### src/rtl/addsub_serial_ctrl.sv
// Serial multi-nibble adder/subtractor: one 4-bit slice per cycle, LSB first, with carry/overflow/zero flags.
// Optional macro SERAS_SAT_EN: saturate the result to the signed extreme on overflow.
module addsub_serial_ctrl #(
    parameter int unsigned NIBBLES = 4
) (
    input  logic                   SerAS_i_Clk,
    input  logic                   SerAS_i_Rst,
    input  logic                   SerAS_i_Valid,
    output logic                   SerAS_o_Ready,
    input  logic [4*NIBBLES-1:0]   SerAS_i_A,
    input  logic [4*NIBBLES-1:0]   SerAS_i_B,
    input  logic                   SerAS_i_fSub,
    output logic                   SerAS_o_Valid,
    input  logic                   SerAS_i_Ready,
    output logic [4*NIBBLES-1:0]   SerAS_o_S,
    output logic                   SerAS_o_C,
    output logic                   SerAS_o_V,
    output logic                   SerAS_o_Z
);

    localparam int unsigned W    = 4 * NIBBLES;
    localparam int unsigned IDXW = (NIBBLES > 1) ? $clog2(NIBBLES) : 1;

    typedef enum logic [1:0] {IDLE = 2'd0, CALC = 2'd1, DONE = 2'd2} state_t;

    state_t            state;
    state_t            nextState;
    logic [W-1:0]      aReg;
    logic [W-1:0]      bReg;
    logic              subReg;
    logic              carry;
    logic [IDXW-1:0]   idx;
    logic [W-1:0]      sWork;
    logic              readyReg;
    logic              validReg;
    logic [W-1:0]      sOut;
    logic              cOut;
    logic              vOut;
    logic              zOut;

    logic [3:0]        nibA;
    logic [3:0]        nibB;
    logic [4:0]        nibSum;
    logic [W-1:0]      sWorkNext;
    logic [W-1:0]      sFinal;
    logic              vNext;
    logic              isLast;
    logic              readyNext;
    logic              validNext;

    assign isLast = (idx == IDXW'(NIBBLES - 1));

    // State register
    always_ff @(posedge SerAS_i_Clk) begin
        if (SerAS_i_Rst) begin
            state <= IDLE;
        end else begin
            state <= nextState;
        end
    end

    // Next-state logic
    always_comb begin
        nextState = state;
        case (state)
            IDLE:    if (SerAS_i_Valid) nextState = CALC;
            CALC:    if (isLast) nextState = DONE;
            DONE:    if (SerAS_i_Ready) nextState = IDLE;
            default: nextState = IDLE;
        endcase
    end

    // Output / datapath next values: one slice of add/sub per cycle
    always_comb begin
        nibA      = aReg[{idx, 2'b00} +: 4];
        nibB      = bReg[{idx, 2'b00} +: 4] ^ {4{subReg}};
        nibSum    = {1'b0, nibA} + {1'b0, nibB} + {4'b0000, carry};
        sWorkNext = sWork;
        sWorkNext[{idx, 2'b00} +: 4] = nibSum[3:0];
        // carry into the MSB recovered from the sum bit, compared with carry out
        vNext     = (nibA[3] ^ nibB[3] ^ nibSum[3]) ^ nibSum[4];
        sFinal    = sWorkNext;
`ifdef SERAS_SAT_EN
        if (vNext) begin
            sFinal = aReg[W-1] ? {1'b1, {(W-1){1'b0}}} : {1'b0, {(W-1){1'b1}}};
        end
`endif
        readyNext = (nextState == IDLE);
        validNext = (nextState == DONE);
    end

    // Datapath and registered outputs
    always_ff @(posedge SerAS_i_Clk) begin
        if (SerAS_i_Rst) begin
            readyReg <= 1'b1;
            validReg <= 1'b0;
            aReg     <= '0;
            bReg     <= '0;
            subReg   <= 1'b0;
            carry    <= 1'b0;
            idx      <= '0;
            sWork    <= '0;
            sOut     <= '0;
            cOut     <= 1'b0;
            vOut     <= 1'b0;
            zOut     <= 1'b0;
        end else begin
            readyReg <= readyNext;
            validReg <= validNext;
            case (state)
                IDLE: begin
                    if (SerAS_i_Valid) begin
                        aReg   <= SerAS_i_A;
                        bReg   <= SerAS_i_B;
                        subReg <= SerAS_i_fSub;
                        carry  <= SerAS_i_fSub;
                        idx    <= '0;
                    end
                end
                CALC: begin
                    sWork <= sWorkNext;
                    carry <= nibSum[4];
                    idx   <= idx + IDXW'(1);
                    if (isLast) begin
                        sOut <= sFinal;
                        cOut <= nibSum[4];
                        vOut <= vNext;
                        zOut <= (sFinal == '0);
                    end
                end
                default: ;
            endcase
        end
    end

    assign SerAS_o_Ready = readyReg;
    assign SerAS_o_Valid = validReg;
    assign SerAS_o_S     = sOut;
    assign SerAS_o_C     = cOut;
    assign SerAS_o_V     = vOut;
    assign SerAS_o_Z     = zOut;

endmodule
### config.mk
export PLATFORM = sky130hd
export DESIGN_NAME = addsub_serial_ctrl
export DESIGN_NICKNAME = d
export VERILOG_FILES = /design/src/rtl/addsub_serial_ctrl.sv
export SDC_FILE = /design/constraint.sdc
export NUM_CORES = 1
export LEC_CHECK = 0
export CORE_UTILIZATION = 40
export CTS_BUF_LIST = sky130_fd_sc_hd__clkbuf_16
export DETAILED_ROUTE_END_ITERATION = 16
export PLACE_DENSITY_LB_ADDON = 0.15
export SYNTH_ARGS = -nofsm -noshare
export SYNTH_HDL_FRONTEND = slang
export SYNTH_SLANG_ARGS = --single-unit
### constraint.sdc
create_clock -name SerAS_i_Clk -period 3.75 [get_ports SerAS_i_Clk]
set_clock_uncertainty 0.05 [all_clocks]
set_input_delay 0.75 -clock SerAS_i_Clk [delete_from_list [all_inputs] [get_ports SerAS_i_Clk]]
set_output_delay 0.75 -clock SerAS_i_Clk [all_outputs]
set_load 0.005 [all_outputs]
==> reports/qor.txt <==
====================================================================================
Run status                                                              finished, final reports clean
I/O Pins                                                                          58
I/O Buffers                                                                       57
Compound-gate portion of the synthesized area                                 17.59%
Count of standard-cell rows                                                       33
Synth cell types                                                                  42
Global-route wire length before repair                                  12390 microns
Number of antenna violations at the first check in global routing                  0
# nets final                                                                     499
Number of optimization iterations in the first detailed-route pass                 6
Maximum vdd drop                                                           0.2693 mV
Insertion delay to the later sink of the worst-skew pair                     0.33 ns
Max H-tree Level                                                                   3
Int Power                                                                 0.001466 W
Count of final max-slew check failures                                             0
Mapped Area                                                               3400 sq um
Clock sink count                                                                  75
Flip-flop and latch area                                                  1501 sq um
Final HPWL DP                                                           5219 microns
Cts repair resizes                                                                 0
Sort of element at the start of the critical path                               flop
Die Width                                                               94.19 microns
Total CTS buffers                                                                  9
Post-Synth Adder-Cell Area                                                    4.490%
Setup violations, final                                                            0
Via count normalized by instance count                                         5.264
Post-route antenna net violation count                                             0
Core box area                                                             8217 sq um
Kind of critical path                                                   flop to flop
Synthesized area divided by synthesized cell count                       8.436 sq um
P_sw                                                                     0.0004902 W
Critical path peak fanout                                                         22
Destination of the worst register-to-register timing path                  SerAS_o_Z
Buffer type at the clock tree root                                      sky130_fd_sc_hd__clkbuf_16
Count of flip-flops with a built-in enable after synthesis                         0
Drt total wl                                                            7484 microns
Clock-pin slew on the worst setup and hold paths                             0.05 ns
Maximum number of pins on one net before global-route repair                      47
Tot GR Track Use                                                              18.07%
Layout filler cell count                                                         789
Area Growth Syn to Fin                                                        27.05%
Flop-to-flop setup slack                                                     0.65 ns
Die height                                                              94.19 microns
Share of flip-flops with an asynchronous set or reset after synthesis             0%
Effective utilization at floorplan                                            41.37%
TritonCTS clock tree                                                             yes
Arrival @ worst endpoint                                                     3.29 ns
Top flip-flop cell by instance count after synthesis                    sky130_fd_sc_hd__dfxtp_1
Total vias in the final route                                                   2953
Number of instances in the synthesized netlist                                   403
Worst hold path startpoint                                                  bReg[12]
Hold Vio Cnt, Final                                                                0
Synth Area in Simple Gates                                                    21.35%
Warnings from Yosys                                                                0
Maximum cell stage delay along the critical path                             0.55 ns
Portion of the post-synthesis area used by sequential elements                44.17%
Hold Buf Count CTS                                                                 0
Cell count of the worst hold path                                                  2
Overall die area                                                          8872 sq um
Buffer levels on the longest clock path                                            2
Data required time at the worst endpoint                                     3.94 ns
Fraction of synthesized area in multiplexers                                  5.889%
Pre-CTS setup slack                                                        0.6315 ns
Final critical-path share of the clock period                                 82.77%
Total global routing overflow                                                      0
Part of the power in combinational logic                                       14.7%
DRC viols                                                                          0
End of the worst hold path                                                  bReg[12]
Routed length per instance                                              13.34 microns
Worst setup EP type                                                             flop
Final critical delay including setup and external delays                    3.104 ns
Number of cells traversed by the worst register-to-register path                  10
Proportion of layout cells with a drive suffix above 1                        7.675%
Buffers inserted during post-CTS setup optimization                                0
Part of the total power dissipated in the clock network                        41.7%
Worst min-delay path category                                           flop to flop
Combinational family with the most area after synthesis                 simple AND/OR/NAND/NOR gates
Unrepaired setup endpoints after global routing                                false
Crit-path slowest cell                                                  sky130_fd_sc_hd__mux4_2
Number of register bits inferred by synthesis                                     75
Post-route setup slack                                                     0.6462 ns
Post-synthesis net count                                                         451
Net switching fraction of the power                                           25.06%
Antenna diode count                                                                0
Worst rel slew slack                                                          29.89%
Worst-Margin Slew                                                           1.049 ns
Number of maximum-capacitance constraint violations                                0
Startpoint of the worst register-to-register path                             idx[0]
Sequential fraction of design power                                            43.7%
Via count of the first global-routing pass                                      2677
Parity-gate share of the synthesized area counting xor and xnor cells         1.546%
Multi-input gate area                                                     1729 sq um
Leakage power                                                               1.569 nW
Final total negative setup slack                                                0 ns
Ordered list of cells on the worst path                                 buf_4 -> mux4_2 -> xor2_1 -> inv_1 -> fa_1 -> xnor2_1 -> and2_4 -> a2111oi_2 -> nand3_1 -> o31ai_1
Final RePlAce weighted congestion                                             0.8276
Highest attainable clock frequency                                        0.3222 GHz
First DRT Iteration DRCs                                                          89
Power Dens Cells                                                        453.0 nW/um^2
====================================================================================
==> Yosys cell counts (2+ instances only) <==
library cell               count  area, sq um
sky130_fd_sc_hd__nor2b_1       2        12.51
sky130_fd_sc_hd__mux4_2        8        180.2
sky130_fd_sc_hd__a221oi_1      4        35.03
sky130_fd_sc_hd__a22oi_1       4        30.03
sky130_fd_sc_hd__fa_1          2        40.04
sky130_fd_sc_hd__nor4_1        3        18.77
sky130_fd_sc_hd__xnor2_1       2        17.52
sky130_fd_sc_hd__nor3b_1       2        15.01
sky130_fd_sc_hd__ha_1          9        112.6
sky130_fd_sc_hd__nand2_1      76        285.3
sky130_fd_sc_hd__buf_2         6        30.03
sky130_fd_sc_hd__mux2i_1       2        20.02
sky130_fd_sc_hd__a21oi_1      51        255.2
sky130_fd_sc_hd__clkbuf_1     19        71.32
sky130_fd_sc_hd__nor2_1       53        198.9
sky130_fd_sc_hd__a211oi_1     22        165.2
sky130_fd_sc_hd__and3_1        5        31.28
sky130_fd_sc_hd__xor2_1        4        35.03
sky130_fd_sc_hd__o21ai_0       3        15.01
sky130_fd_sc_hd__inv_1        12        45.04
sky130_fd_sc_hd__nand3_1       4        20.02
sky130_fd_sc_hd__and2_1        2        12.51
sky130_fd_sc_hd__nand3b_1      3        22.52
sky130_fd_sc_hd__nor3_1        9        45.04
sky130_fd_sc_hd__dfxtp_1      75         1501
sky130_fd_sc_hd__a32oi_1       5        43.79
==> state kept, by name, summed over array words and instances (netlist names) <==
signal         flops
bReg              16
sWork             16
SerAS_o_Z          1
SerAS_o_C          1
SerAS_o_S         16
SerAS_o_V          1
SerAS_o_Valid      1
SerAS_o_Ready      1
aReg              16
idx                2
state              2
carry              1
subReg             1
==> critical path, delay by kind of cell (launching register included) <==
family          cells  cell delay, ns
xor+xnor            2            0.41
fa+ha+maj           1            0.43
buf+inv             2            0.39
flops               1            0.34
compound gates      2            0.52
mux                 1            0.55
simple gates        2            0.30
==> metrics by stage <==
step / hold WS (ns) / instances / total power, W / cell area [sq um] / utilization (%)
3_3_place_gp: 0.3900 / 545 / 0.001156 / 4033 / 49.08
3_5_place_dp: 0.3970 / 545 / 0.001159 / 4033 / 49.08
2_1_floorplan: 0.3831 / 403 / 0.001063 / 3400 / -
6_report: 0.4029 / 561 / 0.001957 / 4319 / 52.57
5_1_grt: 0.4183 / 561 / 0.002051 / 4319 / 52.57
4_1_cts: 0.4049 / 561 / 0.001979 / 4319 / 52.57
==> layout make-up <==
class / count / share of cell area, %
Clock buffer: 9 / 5.214
Clock inverter: 7 / 1.419
Inverter: 12 / 1.043
Multi-Input combinational cell: 288 / 40.03
Sequential cell: 75 / 34.76
Tap cell: 105 / 3.042
Timing Repair Buffer: 65 / 14.48
==> kinds of logic after synthesis <==
group                    count (synthesis)
adder cells (fa/ha/maj)                 11
AO/OA/AOI/OAI                           95
flip-flops                              75
buffers and inverters                   40
AND/OR/NAND/NOR                        166
XOR/XNOR                                 6
multiplexers                            10
==> metal layers <==
layer	global-route usage [%]	share of wire, %	vias to the layer above
li1	-	-	1505
met1	21.95	47	1375
met4	8.077	2.0	0
met5	0	0	-
met3	4.288	3.6	12
met2	30.07	47	61
==> how the worst max path moves through the flow <==
stage / from / end / slack (ns) / cells past startpoint
2_1_floorplan: idx[0] / SerAS_o_Z / 0.68 / 10
3_3_place_gp: idx[0] / SerAS_o_Z / 0.72 / 10
3_5_place_dp: idx[0] / SerAS_o_Z / 0.63 / 10
4_1_cts: idx[0] / SerAS_o_Z / 0.62 / 10
5_1_grt: idx[0] / SerAS_o_Z / 0.47 / 10
6_report: idx[0] / SerAS_o_Z / 0.65 / 10
==> power by group through the flow <==
stage	combinational [W]	clock, W	sequential [W]
2_1_floorplan	0.000198	0	0.000865
3_3_place_gp	0.000285	0	0.000871
4_1_cts	0.000289	0.000835	0.000854
3_5_place_dp	0.000288	0	0.000871
5_1_grt	0.000320	0.000873	0.000858
6_report	0.000287	0.000816	0.000854
==> layout by cell type, fill, tap and decap left out, types with 3 or more instances in the layout <==
cell and count:
sky130_fd_sc_hd__buf_4 8, sky130_fd_sc_hd__clkbuf_16 9, sky130_fd_sc_hd__a211oi_1 22, sky130_fd_sc_hd__nand3_1 4, sky130_fd_sc_hd__and3_1 5, sky130_fd_sc_hd__nor4_1 3
sky130_fd_sc_hd__a32oi_1 5, sky130_fd_sc_hd__ha_1 9, sky130_fd_sc_hd__dfxtp_1 75, sky130_fd_sc_hd__nor3_1 9, sky130_fd_sc_hd__a221oi_1 4, sky130_fd_sc_hd__xor2_1 4
sky130_fd_sc_hd__clkdlybuf4s50_1 56, sky130_fd_sc_hd__a21oi_1 51, sky130_fd_sc_hd__nand2_1 76, sky130_fd_sc_hd__o21ai_0 3, sky130_fd_sc_hd__mux4_2 8, sky130_fd_sc_hd__nor2_1 53
sky130_fd_sc_hd__a22oi_1 4, sky130_fd_sc_hd__inv_1 14, sky130_fd_sc_hd__nand3b_1 3
Note: power is estimated with default switching activity, not from simulation.
